### src/rtl/uart_host_loader_pkg.sv
// Shared opcodes, reply tags, command field positions and state encodings for the uart64 host loader.
package cray_host_pkg;

   localparam logic [3:0] OP_WRITE = 4'h1;
   localparam logic [3:0] OP_READ  = 4'h2;
   localparam logic [3:0] OP_RUN   = 4'h3;
   localparam logic [3:0] OP_HALT  = 4'h4;

   localparam logic [3:0] ACK_TAG  = 4'hA;
   localparam logic [3:0] NACK_TAG = 4'hE;

   localparam int OP_MSB  = 63;
   localparam int OP_LSB  = 60;
   localparam int CNT_MSB = 59;

   typedef enum logic [3:0] {
      IDLE, DECODE, WR_DATA, WR_PUT, WR_SUM,
      RD_REQ, RD_WAIT, RD_CAP, RD_NEXT, RD_SUM,
      ACK, NACK, TX_SEND, TX_WAIT
   } state_t;

   typedef enum logic [1:0] {HS_IDLE, HS_SEND, HS_BLANK, HS_WAIT} hs_state_t;

endpackage

### src/rtl/uart_tx_handshake.sv
// Transmit handshake toward uart64: waits for idle, pulses tx_start, blanks busy for one cycle,
// then pulses done once busy falls.
module uart_tx_handshake
   import cray_host_pkg::*;
(
   input  logic clk,
   input  logic rst,
   input  logic go,
   input  logic busy,
   output logic tx_start,
   output logic done
);

   hs_state_t st;

   always_ff @(posedge clk) begin
      if (rst) begin
         st       <= HS_IDLE;
         tx_start <= 1'b0;
         done     <= 1'b0;
      end else begin
         tx_start <= 1'b0;
         done     <= 1'b0;
         case (st)
            HS_IDLE:  if (go) st <= HS_SEND;
            HS_SEND:  if (!busy) begin
                         tx_start <= 1'b1;
                         st       <= HS_BLANK;
                      end
            // uart64 raises busy one cycle after it samples the start pulse
            HS_BLANK: st <= HS_WAIT;
            HS_WAIT:  if (!busy) begin
                         done <= 1'b1;
                         st   <= HS_IDLE;
                      end
            default:  st <= HS_IDLE;
         endcase
      end
   end

endmodule

### src/rtl/uart_host_loader.sv
// Host command engine behind uart64: WRITE/READ bursts, RUN/HALT of the CPU hold, ACK/NACK replies.
// Defining UART_LOADER_CHECKSUM_EN adds an XOR checksum word to WRITE and READ bursts.
module uart_host_loader
   import cray_host_pkg::*;
#(
   parameter int ADDR_W = 22,
   parameter int CNT_W  = 16
) (
   input  logic              clk,
   input  logic              rst,
   input  logic [63:0]       rx_data,
   input  logic              rx_data_rdy,
   output logic              rd_clr,
   output logic [63:0]       tx_data,
   output logic              tx_start,
   input  logic              tx_busy,
   output logic [ADDR_W-1:0] mem_addr,
   output logic [63:0]       mem_wr_data,
   output logic              mem_wr_en,
   output logic              mem_rd_en,
   input  logic [63:0]       mem_rd_data,
   output logic              cpu_hold,
   output logic              err
);

   state_t            state, ret;
   logic [63:0]       cmd;
   logic [ADDR_W-1:0] addr;
   logic [CNT_W-1:0]  cnt;
   logic              blank;
   logic              hs_go, hs_done;
   logic [3:0]        op;
   logic [CNT_W-1:0]  cmd_cnt;
   logic [63:0]       ack_w;
   logic              rx_ok;
`ifdef UART_LOADER_CHECKSUM_EN
   logic [63:0]       xsum;
`endif

   assign op      = cmd[OP_MSB:OP_LSB];
   assign cmd_cnt = cmd[CNT_MSB -: CNT_W];
   // uart64 needs two cycles after rd_clr before data_avail reflects the clear
   assign rx_ok   = rx_data_rdy && !rd_clr && !blank;

   always_comb begin
      ack_w                 = '0;
      ack_w[63:60]          = ACK_TAG;
      ack_w[59:56]          = op;
      ack_w[55 -: CNT_W]    = cmd_cnt;
      ack_w[ADDR_W-1:0]     = cmd[ADDR_W-1:0];
   end

   uart_tx_handshake u_hs (
      .clk      (clk),
      .rst      (rst),
      .go       (hs_go),
      .busy     (tx_busy),
      .tx_start (tx_start),
      .done     (hs_done)
   );

   always_ff @(posedge clk) begin
      if (rst) begin
         state       <= IDLE;
         ret         <= IDLE;
         cmd         <= '0;
         addr        <= '0;
         cnt         <= '0;
         blank       <= 1'b0;
         hs_go       <= 1'b0;
         rd_clr      <= 1'b0;
         tx_data     <= '0;
         mem_addr    <= '0;
         mem_wr_data <= '0;
         mem_wr_en   <= 1'b0;
         mem_rd_en   <= 1'b0;
         cpu_hold    <= 1'b1;
         err         <= 1'b0;
`ifdef UART_LOADER_CHECKSUM_EN
         xsum        <= '0;
`endif
      end else begin
         rd_clr    <= 1'b0;
         mem_wr_en <= 1'b0;
         mem_rd_en <= 1'b0;
         hs_go     <= 1'b0;
         blank     <= rd_clr;
         case (state)
            IDLE: if (rx_ok) begin
               cmd    <= rx_data;
               rd_clr <= 1'b1;
               state  <= DECODE;
            end
            DECODE: begin
               addr <= cmd[ADDR_W-1:0];
               cnt  <= cmd_cnt;
`ifdef UART_LOADER_CHECKSUM_EN
               xsum <= '0;
`endif
               case (op)
                  OP_WRITE: state <= (cmd_cnt != '0) ? WR_DATA : ACK;
                  OP_READ:  state <= (cmd_cnt != '0) ? RD_REQ : ACK;
                  OP_RUN:   begin cpu_hold <= 1'b0; state <= ACK; end
                  OP_HALT:  begin cpu_hold <= 1'b1; state <= ACK; end
                  default:  begin err <= 1'b1; state <= NACK; end
               endcase
            end
            WR_DATA: if (rx_ok) begin
               mem_wr_data <= rx_data;
               rd_clr      <= 1'b1;
               state       <= WR_PUT;
            end
            WR_PUT: begin
               mem_wr_en <= 1'b1;
               mem_addr  <= addr;
               addr      <= addr + 1'b1;
               cnt       <= cnt - 1'b1;
`ifdef UART_LOADER_CHECKSUM_EN
               xsum      <= xsum ^ mem_wr_data;
               state     <= (cnt == CNT_W'(1)) ? WR_SUM : WR_DATA;
`else
               state     <= (cnt == CNT_W'(1)) ? ACK : WR_DATA;
`endif
            end
`ifdef UART_LOADER_CHECKSUM_EN
            // Data already in memory stays there even when the checksum disagrees
            WR_SUM: if (rx_ok) begin
               rd_clr <= 1'b1;
               if (rx_data != xsum) begin
                  err   <= 1'b1;
                  state <= NACK;
               end else begin
                  state <= ACK;
               end
            end
`endif
            RD_REQ: begin
               mem_rd_en <= 1'b1;
               mem_addr  <= addr;
               state     <= RD_WAIT;
            end
            RD_WAIT: state <= RD_CAP;
            RD_CAP: begin
               tx_data <= mem_rd_data;
`ifdef UART_LOADER_CHECKSUM_EN
               xsum    <= xsum ^ mem_rd_data;
`endif
               hs_go   <= 1'b1;
               ret     <= RD_NEXT;
               state   <= TX_SEND;
            end
            RD_NEXT: begin
               addr <= addr + 1'b1;
               cnt  <= cnt - 1'b1;
               if (cnt == CNT_W'(1)) begin
`ifdef UART_LOADER_CHECKSUM_EN
                  state <= RD_SUM;
`else
                  state <= ACK;
`endif
               end else begin
                  state <= RD_REQ;
               end
            end
`ifdef UART_LOADER_CHECKSUM_EN
            RD_SUM: begin
               tx_data <= xsum;
               hs_go   <= 1'b1;
               ret     <= ACK;
               state   <= TX_SEND;
            end
`endif
            ACK: begin
               tx_data <= ack_w;
               hs_go   <= 1'b1;
               ret     <= IDLE;
               state   <= TX_SEND;
            end
            NACK: begin
               tx_data <= {NACK_TAG, cmd[59:0]};
               hs_go   <= 1'b1;
               ret     <= IDLE;
               state   <= TX_SEND;
            end
            TX_SEND: if (tx_start) state <= TX_WAIT;
            TX_WAIT: if (hs_done) state <= ret;
            default: state <= IDLE;
         endcase
      end
   end

endmodule

### config.mk
export PLATFORM = sky130hd
export DESIGN_NAME = uart_host_loader
export DESIGN_NICKNAME = d
export VERILOG_FILES = /design/src/rtl/uart_host_loader_pkg.sv /design/src/rtl/uart_tx_handshake.sv /design/src/rtl/uart_host_loader.sv
export SDC_FILE = /design/constraint.sdc
export NUM_CORES = 1
export LEC_CHECK = 0
export ABC_AREA = 1
export CORE_MARGIN = 2
export CORE_UTILIZATION = 53
export CTS_CLUSTER_DIAMETER = 120
export DETAILED_ROUTE_END_ITERATION = 12
export PLACE_DENSITY = 0.85
export SLEW_MARGIN = 20
export SYNTH_ARGS = -nofsm -noshare
export SYNTH_HDL_FRONTEND = slang
export SYNTH_SLANG_ARGS = --single-unit
### constraint.sdc
create_clock -name clk -period 4 [get_ports clk]
set_input_delay 0.8 -clock clk [delete_from_list [all_inputs] [get_ports clk]]
set_output_delay 0.8 -clock clk [all_outputs]
set_load 0.02 [all_outputs]
; Word level (Yosys, flattened, before mapping)
; Cells that the tools add are included.
[totals]
register_bits = 271
input_bits = 132
word_cells = 101
[op_classes]
addsub = 2
n_eq_ne = 26
mux = 24
bitwise = 4
n_reduce_logical = 27
[ops]
columns = op, count
row1 = $pmux W64 S3, 1
row2 = $pmux W22 S2, 1
row3 = $pmux W4 S10, 1
row4 = $mux W4, 8
row5 = $pmux W16 S2, 1
row6 = $add A22 B1 Y22 const B, 1
row7 = $eq A4 B4 Y1 const B, 5
row8 = $eq A16 B1 Y1 const B, 1
row9 = $eq A4 B2 Y1 const B, 4
row10 = $eq A4 B3 Y1 const B, 4
row11 = $reduce_bool A16 Y1, 1
row12 = $reduce_or A2 Y1, 8
row13 = $sub A16 B1 Y16 const B, 1
row14 = $pmux W4 S3, 1
row15 = $ne A2 B2 Y1 const B, 5
row16 = $eq A4 B1 Y1 const B, 2
row17 = $pmux W2 S4, 1
row18 = $pmux W4 S2, 1
row19 = $reduce_and A2 Y1, 4
row20 = $mux W2, 3
row21 = $reduce_bool A2 Y1, 3
row22 = $mux W1, 5
row23 = $eq A2 B2 Y1 const B, 2
row24 = $logic_not A4 Y1, 1
row25 = other kinds (12), 18

; Longest topological paths before layout
; Gate-level depths: netlist (run 1).
[logic_depth]
depth_word = 5
mapped_depth = 12
mapped_depth_nobuf = 12

; Modules after synthesis
; Synthesis (run 1) repeated with hierarchy kept, for this count alone.
[hier_totals]
hier_cells = 1582
hier_area_um2 = 11318.4
[by_module_without_submodules]
columns = module, instances, cells_each, area_per_inst_um2, seq_area_each_um2
row1 = uart_host_loader, 1, 1550, 11089.4, 5285.1
row2 = uart_tx_handshake, 1, 32, 229.0, 80.1

; Worst setup path before layout (run 1)
; Ideal clock, no wire load.
[synth_path]
path_kind = input -> register
startpoint = input port rx_data_rdy
endpoint = register cmd[30]
arrival_time_ns = 1.875
slack_ns = 2.010
cell_stages = 9
n_path_buf = 2
path_cell_list = inv_1 nor3_1 inv_1 nor2_2 inv_1 buf_2 buf_2 nor2_1 nor2_1
[synth_via]
elab_chain_len = 3
[synth_rtl]
columns = item, line_no
row1 = from (decl), uart_host_loader.sv:12  ; input logic rx_data_rdy,
row2 = $logic_and A1 B1 Y1 (2 in series), uart_host_loader.sv:43  ; assign rx_ok = rx_data_rdy && !rd_clr && !blank;
row3 = $reduce_and A2 Y1 (no line), --
row4 = to (signal assigned), uart_host_loader.sv:90  ; cmd <= rx_data;
row5 = to (decl), uart_host_loader.sv:27  ; logic [63:0] cmd;
; Every way passes these cells.
; A chain may end at the register's enable or synchronous reset.

; Worst setup path in the final report (run 1)
[layout_path]
startpoint = register state[2]
endpoint = register tx_data[30]
[layout_via]
elab_chain_len = 2
[layout_rtl]
columns = item, line_no
row1 = from (decl), uart_host_loader.sv:26  ; state_t state, ret;
row2 = from (signal assigned), uart_host_loader.sv:101  ; OP_WRITE: state <= (cmd_cnt != '0) ? WR_DATA : ACK;
row3 = from (signal assigned), uart_host_loader.sv:102  ; OP_READ: state <= (cmd_cnt != '0) ? RD_REQ : ACK;
row4 = from (signal assigned), uart_host_loader.sv:122  ; state <= (cnt == CNT_W'(1)) ? ACK : WR_DATA;
row5 = $eq A4 B4 Y1 or $eq A4 B3 Y1 (tied branches), uart_host_loader.sv:88  ; case (state)
row6 = $pmux W64 S3 or $reduce_bool A3 Y1 (tied branches), --
row7 = to (signal assigned), uart_host_loader.sv:144  ; tx_data <= mem_rd_data;
row8 = to (signal assigned), uart_host_loader.sv:174  ; tx_data <= ack_w;
row9 = to (signal assigned), uart_host_loader.sv:180  ; tx_data <= {NACK_TAG, cmd[59:0]};
row10 = to (decl), uart_host_loader.sv:14  ; output logic [63:0] tx_data,
; Several ways; a longest one is shown, not always the timed one.

==> impl_results.md, run 1 <==
* Num CTS Buffers at 29
* WL per Instance at 17.58 µm
* DPL Wire Length at 25,590 µm
* Clk sink count at 268
* Met3 routed WL at 3324 µm
* FF+latch count, synth at 268
* Placement-stage worst setup slack at 1.143 ns
* Synth Net Count at 1,728
* Die W at 150.6 µm
* Max Used Layer: met5
* Starting Density at 54.00%
* Routed Antenna Nets at 0
* Fraction of layout cells with a size suffix above 1 at 4.625%
* Post-CTS Setup Repair Bufs at 0
* CTS tree: done
* Final min period at 3.250 ns
* Post-synthesis cell count at 1,588
* 1st-pass router iterations at 5
* Crit path max fanout at 75
* Cell area after synthesis at 0.01139 mm²
* Post-route DRC violation count at 0
* Rows at 53
* Antenna violations before repair at 3
* Fin util at 72.47%
* Nets@finish at 1,957
* Clk network pwr share at 29.0%
* Grt total ovfl at 0
* Critical-path top delay cell: clkinv_2
* Unrepaired setup endpoints after global routing: false
* Worst hold endpoint: blank$_SDFF_PP0_
* Worst Path Arrival at 3.64 ns
* Wire length on met2 at 17,310 µm
* Routed vias at 11,800
* Largest net degree at the start of global routing at 129
* Vias in the first global route at 11,040
* Leak pwr at 0.005817 µW
* FF-to-FF Start: state[2]$_SDFFE_PP0P_
* Max-Cap Viols at 0
* Int Pwr at 6144 µW
* Endpoints failing setup at 0
* Min-delay worst type: reg -> reg
* Clock tree buffer depth at 3
* Sw power at 3631 µW
* GR Util All Layers at 32.07%
* Status: complete, no violations
* Crit. End Element: flip-flop
* Met1 wire length at 15,000 µm
* Worst-margin pin slew at 1.020 ns
* DRT Wirelength at 37,210 µm
* Die Y at 150.6 µm
* Synth-to-layout area growth at 34.21%
* Final Hold Viols at 0
* Sequential area share after synthesis at 47.12%
* Total core area at 0.02109 mm²
* Avg Inst Size Synth at 7.171 µm²
* Root buf cell: clkbuf_16
* CP Launch Type: flip-flop
* Setup Total Neg Slack at 0 ns
* Logic pwr share at 33.0%
* H-tree levels at 1
* IO Port Bufs at 287
* Worst Setup Path Type: reg -> reg
* Pins Over Slew Limit at 0
* Switching share of total power at 37.15%
* Number of library cell types mapped by synthesis at 37
* Critical Path Most Common Cell: inv_2
* Final Cycle Share at 81.25%
* Die area at 0.02267 mm²
* Vias per inst at 5.577
* Hold Path Origin: rd_clr$_SDFF_PP0_
* Max Fclk at 307.7 MHz
* Post-CTS resize count at 0
* I/O pins at 288
* Maximum VDD drop at 376.0 µV
* Skew-Pair Late Insertion Delay at 0.56 ns
* Worst R2R Path Depth at 9
* Rel. slew slack at 31.93%
* PwrDens at 639.7 mW/mm²
* Crit path largest cell delay at 0.91 ns
* First-pass GRT wire length at 57,980 µm
* Critical Path RT at 4.39 ns
* FF-to-FF setup slack at 0.75 ns
* Final setup margin at 0.7502 ns
* RR Endpoint: tx_data[30]$_SDFFE_PP0P_
* Setup Skew at 0.01715 ns
* Synth warnings at 0
* CP Cell Sequence: inv_2 -> nand2_2 -> inv_2 -> nand2_2 -> inv_2 -> nor2_4 -> clkinv_2 -> o21ai_0 -> a31oi_1
* Hold path depth at 2
* 1st-iter DRT viols at 969
* Seq pwr share at 38.0%
* Clock slew at reported path FFs at 0.06 ns
* GP Congestion at 0.9415
* Hold_buf cts at 0
per-stage QoR:
step	hold slack [ns]	area, µm²	power [µW]	instances
4_1_cts	0.4440	15270	9743	2113
5_1_grt	0.4722	15280	10320	2115
2_1_floorplan	0.4399	11390	5804	1588
3_3_place_gp	0.4287	14250	6801	2061
3_5_place_dp	0.4343	14250	6900	2061
6_report	0.4428	15280	9775	2116
cells in the mapped netlist:
cell type	number	area share, %
o211ai_1	4	0.26
nor2_2	5	0.27
mux2i_1	6	0.53
nor2_1	316	10
a31oi_1	28	1.5
inv_1	84	2.8
o221ai_1	1	0.077
or2_2	2	0.11
inv_2	9	0.30
nand2_2	3	0.16
o21ai_0	264	12
buf_4	5	0.33
nor2_4	2	0.20
nand3b_1	7	0.46
buf_6	5	0.49
xnor2_1	2	0.15
o221a_2	2	0.20
clkbuf_1	67	2.2
nand4_1	4	0.22
nand2_1	280	9.2
dfxtp_1	268	47
a41oi_1	18	1.4
xor2_1	6	0.46
a211oi_1	3	0.20
o22ai_1	1	0.055
a22oi_1	1	0.066
a32oi_1	1	0.077
or2_1	1	0.055
o21ai_2	1	0.077
nor3b_1	1	0.066
clkinv_1	1	0.033
ha_1	8	0.88
nor3_1	11	0.48
nand3_1	65	2.9
a21oi_1	76	3.3
o21ai_1	7	0.31
buf_2	23	1.0
flip-flops by register name, indices dropped and copies added, names as in the netlist, 2 cells and up:
register	flops
cmd	64
cnt	16
mem_addr	22
mem_wr_data	64
state	4
tx_data	64
addr	22
u_hs.st	2
final cells by class:
cell class	count	area [µm²]
diodes	3	7.507
clock buffers	46	899.6
clock inverters	6	122.6
fillers	1676	5806
inverters	94	356.6
multi-input cells	1126	5211
flip-flops and latches	268	5365
well taps	275	344.1
repair buffers	298	2975
cells by family after synthesis:
group	Yosys count	synth area share [%]
flip-flops	268	47.12
XOR/XNOR	8	0.6153
AO/OA/AOI/OAI	407	19.18
adder cells (fa/ha/maj)	8	0.8791
multiplexers	6	0.5274
AND/OR/NAND/NOR	697	24.54
buffers and inverters	194	7.142
layout by cell type (no fill, tap or decap), types with 28 or more instances in the layout:
cell / synthesis / layout
a21oi_1: 76 / 76
a31oi_1: 28 / 28
nand2_1: 280 / 279
clkbuf_16: 0 / 29
clkdlybuf4s50_1: 0 / 286
o21ai_0: 264 / 264
inv_1: 84 / 82
nand3_1: 65 / 65
dfxtp_1: 268 / 268
nor2_1: 316 / 316
routing by layer:
| metal | track usage (%) | vias to the layer above |
|---|---|---|
| met5 | 0 | - |
| met4 | 14.16 | 2 |
| met3 | 6.515 | 100 |
| met2 | 52.20 | 563 |
| met1 | 41.25 | 5450 |
| li1 | - | 5686 |
worst max-delay path by stage:
stage	start	to	slack [ns]	depth (start not counted)
6_report	state[2]$_SDFFE_PP0P_	tx_data[30]$_SDFFE_PP0P_	0.75	9
5_1_grt	state[2]$_SDFFE_PP0P_	tx_data[22]$_SDFFE_PP0P_	0.39	9
4_1_cts	state[2]$_SDFFE_PP0P_	tx_data[45]$_SDFFE_PP0P_	1.16	9
3_5_place_dp	rx_data_rdy	cmd[14]$_SDFFE_PP0P_	1.14	9
3_3_place_gp	state[2]$_SDFFE_PP0P_	tx_data[43]$_SDFFE_PP0P_	1.21	9
2_1_floorplan	rx_data_rdy	cmd[30]$_SDFFE_PP0P_	2.01	9
critical path, delay by kind of cell (launching register included):
| kind | cells | cell delay (ns) |
|---|---|---|
| flops | 1 | 0.39 |
| buf+inv | 4 | 1.27 |
| simple gates | 3 | 0.83 |
| compound gates | 2 | 0.58 |
power groups by stage:
stage / clock network [µW] / registers [µW] / logic (µW)
global route: 2970 / 3770 / 3570
CTS: 2850 / 3690 / 3200
detailed placement: 0 / 3740 / 3160
floorplan: 0 / 3810 / 2000
global placement: 0 / 3720 / 3080
finish: 2840 / 3710 / 3230
Power figures use the tool's default switching activity.
==> run 2, diff against run 1 <==
--- a/config.mk
+++ b/config.mk
@@ -7,10 +7,10 @@
 export LEC_CHECK = 0
 export ABC_AREA = 1
 export CORE_MARGIN = 2
-export CORE_UTILIZATION = 53
+export CORE_UTILIZATION = 45
 export CTS_CLUSTER_DIAMETER = 120
 export DETAILED_ROUTE_END_ITERATION = 12
-export PLACE_DENSITY = 0.85
+export PLACE_DENSITY = 0.77
 export SLEW_MARGIN = 20
 export SYNTH_ARGS = -nofsm -noshare
 export SYNTH_HDL_FRONTEND = slang
==> constraint.sdc (replaced) <==
create_clock -name clk -period 2.8 [get_ports clk]
set_input_delay 0.56 -clock clk [delete_from_list [all_inputs] [get_ports clk]]
set_output_delay 0.56 -clock clk [all_outputs]
set_load 0.02 [all_outputs]
==> run 2 against run 1 <==
  * Fmax increased by 49%
  * Cell count increased by 2.9%
  * Combinational power grew 43%
  * Count of clock-buffer cells in the layout down 3
  * Hold slack lost 0.12 ns
  * Non-clock buffer count up 11
==> impl_results.md, run 2 (synthesis gave the netlist of run 1 again) <==
* Worst-margin pin slew at 0.6814 ns (was 1.020 ns)
* CTS tree: done (unchanged)
* GP Congestion at 0.9270 (was 0.9415)
* Post-CTS resize count at 0 (unchanged)
* Clock tree buffer depth at 3 (unchanged)
* Largest net degree at the start of global routing at 76 (was 129)
* Grt total ovfl at 0 (unchanged)
* Maximum VDD drop at 543.3 µV (was 376.0 µV)
* Crit. End Element: flip-flop (unchanged)
* Vias in the first global route at 10,810 (was 11,040)
* Fraction of layout cells with a size suffix above 1 at 5.089% (was 4.625%)
* DRT Wirelength at 37,110 µm (was 37,210 µm)
* Worst Path Arrival at 2.59 ns (was 3.64 ns)
* Synth-to-layout area growth at 34.48% (was 34.21%)
* Unrepaired setup endpoints after global routing: false (unchanged)
* Post-CTS Setup Repair Bufs at 0 (unchanged)
* Crit path max fanout at 39 (was 75)
* Tot Pwr at 13,580 µW (was 9775 µW)
* DPL Wire Length at 26,330 µm (was 25,590 µm)
* Routed Antenna Nets at 0 (unchanged)
* Final Hold Viols at 0 (unchanged)
* Worst Setup Path Type: reg -> reg (unchanged)
* Die Y at 163.1 µm (was 150.6 µm)
* 1st-iter DRT viols at 964 (was 969)
* Clk sink count at 268 (unchanged)
* Max Fclk at 457.2 MHz (was 307.7 MHz)
* Worst hold margin at 0.3263 ns (was 0.4428 ns)
* Placement-stage worst setup slack at 0.2543 ns (was 1.143 ns)
* Antenna violations before repair at 2 (was 3)
* Pins Over Slew Limit at 0 (unchanged)
* PwrDens at 886.8 mW/mm² (was 639.7 mW/mm²)
* I/O pins at 288 (unchanged)
* Fin util at 61.16% (was 72.47%)
* Rows at 58 (was 53)
* H-tree levels at 1 (unchanged)
* WL per Instance at 17.04 µm (was 17.58 µm)
* Commonest cells after routing, fill and taps aside: nor2_1 (316), clkdlybuf4s50_1 (286), nand2_1 (279) (unchanged)
* Vias per inst at 5.333 (was 5.577)
* Status: complete, no violations (unchanged)
* 1st-pass router iterations at 5 (unchanged)
* Num CTS Buffers at 28 (was 29)
* Setup Total Neg Slack at 0 ns (unchanged)
* Starting Density at 45.48% (was 54.00%)
* Critical Path RT at 3.20 ns (was 4.39 ns)
* Post-route DRC violation count at 0 (unchanged)
* GR Util All Layers at 27.12% (was 32.07%)
* CP Launch Type: flip-flop (unchanged)
* Hold_buf cts at 0 (unchanged)
* Skew-Pair Late Insertion Delay at 0.54 ns (was 0.56 ns)
* Die area at 0.02659 mm² (was 0.02267 mm²)
* Endpoints failing setup at 0 (unchanged)
* Leak pwr at 0.005823 µW (was 0.005817 µW)
* Min-delay worst type: in -> reg (was reg -> reg)
* IO Port Bufs at 287 (unchanged)
* Total core area at 0.02504 mm² (was 0.02109 mm²)
* Clock slew at reported path FFs at 0.06 ns (about the same)
* Top Registers: cmd: 64 flops, mem_wr_data: 64 flops, tx_data: 64 flops (unchanged)
* Die W at 163.1 µm (was 150.6 µm)
* Setup Skew at 0.01189 ns (was 0.01715 ns)
* Routed vias at 11,620 (was 11,800)
* Rel. slew slack at 54.53% (was 31.93%)
* Max-Cap Viols at 0 (unchanged)
* Final min period at 2.187 ns (was 3.250 ns)
* Final Cycle Share at 78.12% (was 81.25%)
* Final setup margin at 0.6127 ns (was 0.7502 ns)
* Nets@finish at 1,967 (was 1,957)
* Root buf cell: clkbuf_16 (unchanged)
* First-pass GRT wire length at 57,950 µm (was 57,980 µm)
* Most common cell after layout, fill and taps aside: nor2_1 (unchanged)
run 2: cell count changes in the layout (fill, tap and decap cells not counted), sizes merged:
cell    delta
bufinv     -3
clkbuf     -3
clkinv     +4
diode      -2
buf       +11
run 2: critical path, cell delays in order, from the launching register on:
cell and delay, ns:
dfxtp_1 0.37, nor2_1 0.19, inv_1 0.10, o21ai_2 0.16, buf_4 0.41, inv_2 0.34, nand2_1 0.23, a21oi_1 0.09
nor2_1 0.11, nor2_1 0.04
run 2: routing by layer:
metal,track usage [%],wire [µm],part of all wire [%]
met1,37.64,16240,44
met2,42.26,16760,45
met3,4.926,2705,7.3
met4,9.936,1394,3.8
met5,0,0,0
run 2: final cells by class:
cell class,count,area (µm²)
Fill cell,2246,9723
Tap cell,330,412.9
Timing Repair Buffer,309,3070
Clock buffer,43,858.3
Inverter,94,355.3
Sequential cell,268,5365
Antenna cell,1,2.502
Clock inverter,7,37.54
Multi-Input combinational cell,1126,5211
run 2: power by group:
| group | switching [µW] | internal [µW] |
|---|---|---|
| Clock | 1520 | 2100 |
| Sequential | 740 | 4610 |
| Combinational | 2890 | 1720 |
| Total | 5150 | 8420 |
run 2: stage by stage:
step / area (µm²) / instances
after floorplan: 11390 / 1588
after global routing: 15310 / 2178
after detailed placement: 14420 / 2127
after global placement: 14420 / 2127
after CTS: 15310 / 2177
final: 15310 / 2178
run 2: worst paths after layout:
| kind | cells after the start | slack [ns] | startpoint | endpoint |
|---|---|---|---|---|
| max | 9 | 0.61 | state[0]$_SDFFE_PP0P_ | addr[12]$_SDFFE_PP0P_ |
| min | 2 | 0.33 | rst | hs_go$_SDFF_PP0_ |
| max reg2reg | 9 | 0.61 | state[0]$_SDFFE_PP0P_ | addr[12]$_SDFFE_PP0P_ |
| min reg2reg | 2 | 0.45 | rd_clr$_SDFF_PP0_ | blank$_SDFF_PP0_ |
==> run 3, diff against run 2 <==
--- a/config.mk
+++ b/config.mk
@@ -7,10 +7,10 @@
 export LEC_CHECK = 0
 export ABC_AREA = 1
 export CORE_MARGIN = 2
-export CORE_UTILIZATION = 45
+export CORE_UTILIZATION = 49
 export CTS_CLUSTER_DIAMETER = 120
 export DETAILED_ROUTE_END_ITERATION = 12
-export PLACE_DENSITY = 0.77
+export PLACE_DENSITY = 0.8
 export SLEW_MARGIN = 20
 export SYNTH_ARGS = -nofsm -noshare
 export SYNTH_HDL_FRONTEND = slang
==> constraint.sdc (replaced) <==
create_clock -name clk -period 2.27 [get_ports clk]
set_input_delay 0.454 -clock clk [delete_from_list [all_inputs] [get_ports clk]]
set_output_delay 0.454 -clock clk [all_outputs]
set_load 0.02 [all_outputs]
==> run 3 against run 2 <==
  * Non-clock buffer count grew 6
  * Core utilization grew 6.8 points
  * Setup slack lost 0.39 ns
  * Sequential share of layout area shrank 0.28 points
  * Clock power grew 30%
  * Count of clock-buffer cells in the layout shrank 3
  * Routed wire length grew 0.45%
  * Critical path depth shrank 8
  * Via count grew 1.4%
  * First-iteration DRC count grew 29%
  * Sequential cell count is the same
  * Cell area grew 0.79%
  * Largest cell class unchanged
  * Largest power group unchanged
  * Highest routed layer unchanged
==> impl_results.md, run 3 (synthesis gave the netlist of run 1 again) <==
* Clk sink count at 268 (unchanged)
* Setup Total Neg Slack at 0 ns (unchanged)
* Crit. End Element: output port (was flip-flop)
* Sw power at 6449 µW (was 5155 µW)
* Worst-margin pin slew at 0.7332 ns (was 0.6814 ns)
* WL per Instance at 17.40 µm (was 17.04 µm)
* Min-delay worst type: in -> reg (unchanged)
* PwrDens at 1105 mW/mm² (was 886.8 mW/mm²)
* Die W at 156.4 µm (was 163.1 µm)
* Rel. slew slack at 51.07% (was 54.53%)
* I/O pins at 288 (unchanged)
* FF-to-FF Start: addr[0]$_SDFFE_PP0P_ (was state[0]$_SDFFE_PP0P_)
* WP buf/inv at 1 (was 3)
* Endpoints failing setup at 0 (unchanged)
* CTS tree: done (unchanged)
* Logic pwr share at 34.0% (about the same)
* Leak pwr at 0.005900 µW (was 0.005823 µW)
* Setup Skew at 0.01444 ns (was 0.01189 ns)
* Hold_buf cts at 0 (unchanged)
* Largest net degree at the start of global routing at 96 (was 76)
* Finished Layout Cells at 2,142 (was 2,178)
* Most common cell after layout, fill and taps aside: nor2_1 (unchanged)
* Pins Over Slew Limit at 0 (unchanged)
* Crit path largest cell delay at 0.70 ns (was 0.41 ns)
* Final min period at 2.048 ns
* Status: complete, no violations (unchanged)
* DPL Wire Length at 26,430 µm (was 26,330 µm)
* Vias per inst at 5.497 (was 5.333)
* Die area at 0.02448 mm² (was 0.02659 mm²)
* Worst Setup Path Type: reg -> out (was reg -> reg)
* Int Pwr at 10,610 µW (was 8425 µW)
* Starting Density at 50.14% (was 45.48%)
* Hold Path Origin: rst (unchanged)
* Grt total ovfl at 0 (unchanged)
* Max-Cap Viols at 0 (unchanged)
* 1st-pass router iterations at 5 (unchanged)
* Routed Antenna Nets at 0 (unchanged)
* Clock slew at reported path FFs at 0.06 ns (about the same)
* Clk network pwr share at 27.6% (was 26.6%)
* Critical-path top delay cell: clkdlybuf4s50_1 (was buf_4)
* Switching share of total power at 37.81% (was 37.96%)
* Num CTS Buffers at 29 (was 28)
* Antenna violations before repair at 1 (was 2)
* CP Launch Point: mem_wr_data[3]$_SDFFE_PP0P_ (was state[0]$_SDFFE_PP0P_)
* Routed vias at 11,780 (was 11,620)
* Dpl cells at 2,088 (was 2,127)
* DRT Wirelength at 37,270 µm (was 37,110 µm)
* Final Cycle Share at 90.24%
* Unrepaired setup endpoints after global routing: false (unchanged)
* Total core area at 0.02271 mm² (was 0.02504 mm²)
* IO Port Bufs at 287 (unchanged)
* CP Cell Sequence: clkdlybuf4s50_1 (was nor2_1 -> inv_1 -> o21ai_2 -> buf_4 -> inv_2 -> nand2_1 -> a21oi_1 -> nor2_1 -> nor2_1)
* Largest delay contributor family on the critical path: buffers and inverters (unchanged)
* Rows at 55 (was 58)
* Clock tree buffer depth at 3 (unchanged)
* Post-route DRC violation count at 0 (unchanged)
* GP Congestion at 0.9583 (was 0.9270)
* Skew-Pair Late Insertion Delay at 0.56 ns (was 0.54 ns)
* Synth-to-layout area growth at 35.55% (was 34.48%)
* 1st-iter DRT viols at 1,243 (was 964)
* Die Y at 156.4 µm (was 163.1 µm)
* CP Launch Type: flip-flop (unchanged)
* Max Fclk at 488.2 MHz
* Worst Path Arrival at 1.59 ns (was 2.59 ns)
* GR Util All Layers at 29.51% (was 27.12%)
* H-tree levels at 1 (unchanged)
* Top Registers: cmd: 64 flops, mem_wr_data: 64 flops, tx_data: 64 flops (unchanged)
* Root buf cell: clkbuf_16 (unchanged)
* First-pass GRT wire length at 57,950 µm (unchanged)
* Nets@finish at 1,974 (was 1,967)
* Final setup margin at 0.2216 ns (was 0.6127 ns)
* Fraction of layout cells with a size suffix above 1 at 5.660% (was 5.089%)
* Placement-stage worst setup slack at 0.1317 ns (was 0.2543 ns)
* Commonest cells after routing, fill and taps aside: nor2_1 (316), clkdlybuf4s50_1 (286), nand2_1 (279) (unchanged)
* Critical Path RT at 1.82 ns (was 3.20 ns)
* Seq pwr share at 38.4% (was 39.4%)
* Vias in the first global route at 11,070 (was 10,810)
* Post-CTS Setup Repair Bufs at 0 (unchanged)
* Crit path max fanout at 2 (was 39)
* Final Hold Viols at 0 (unchanged)
* Maximum VDD drop at 671.0 µV (was 543.3 µV)
run 3: changes by cell type in the layout (fill, tap and decap cells not counted), sizes merged:
cell / change
buf: +6
clkbuf: -3
clkinvlp: +2
bufinv: +1
clkinv: +1
diode: +1
inv: +1
run 3: final cells by class:
| type | count | area (µm²) |
|---|---|---|
| repair buffers | 315 | 3182 |
| inverters | 94 | 355.3 |
| multi-input cells | 1126 | 5216 |
| diodes | 2 | 5.005 |
| clock buffers | 40 | 847.1 |
| clock inverters | 12 | 107.6 |
| flip-flops and latches | 268 | 5365 |
| well taps | 285 | 356.6 |
| fillers | 1904 | 7274 |
run 3: power groups by stage:
stage	registers, µW	logic (µW)	clock network [µW]
final	6560	5790	4710
after global routing	6660	6420	4930
after CTS	6520	5740	4740
after detailed placement	6610	5680	0
after global placement	6590	5540	0
after floorplan	6710	3520	0
run 3: final timing paths:
path	end	slack, ns	cells past startpoint
worst max-delay path	mem_wr_data[3]	0.22	1
worst min-delay path	hs_go$_SDFF_PP0_	0.17	2
worst max register to register	addr[16]$_SDFFE_PP0P_	0.25	10
worst min register to register	blank$_SDFF_PP0_	0.46	2
run 3: metal layers:
metal / vias up / GRT usage [%] / part of all wire [%]
met5: - / 0 / 0
met4: 0 / 10.75 / 3.2
met3: 73 / 5.289 / 7.9
met2: 479 / 47.60 / 46
met1: 5511 / 39.68 / 43
li1: 5712 / - / -
run 3: worst reg2reg max path: stages (launching register included):
cell and delay (ns):
dfxtp_1 0.44, ha_1 0.28, nand2_1 0.13, nor2_1 0.26, nand2_1 0.18, nor2_1 0.25
nand2_1 0.09, nand2_1 0.06, nand3_1 0.06, nand2_1 0.08, a21oi_1 0.06
run 3: stage by stage:
step	total power [µW]	utilization, %	hold WS [ns]	area, µm²
floorplan	10230	-	0.4399	11390
global placement	12120	63.70	0.4266	14470
detailed placement	12290	63.70	0.4478	14470
CTS	17000	67.91	0.1543	15420
global route	18010	67.96	0.1655	15430
finish	17060	67.97	0.1678	15430
run 3: what timing repair did:
action                                 4_1_cts  5_1_grt
setup endpoints to repair                    0        9
gates resized for setup                      0        2
endpoints found under the hold margin        0        0
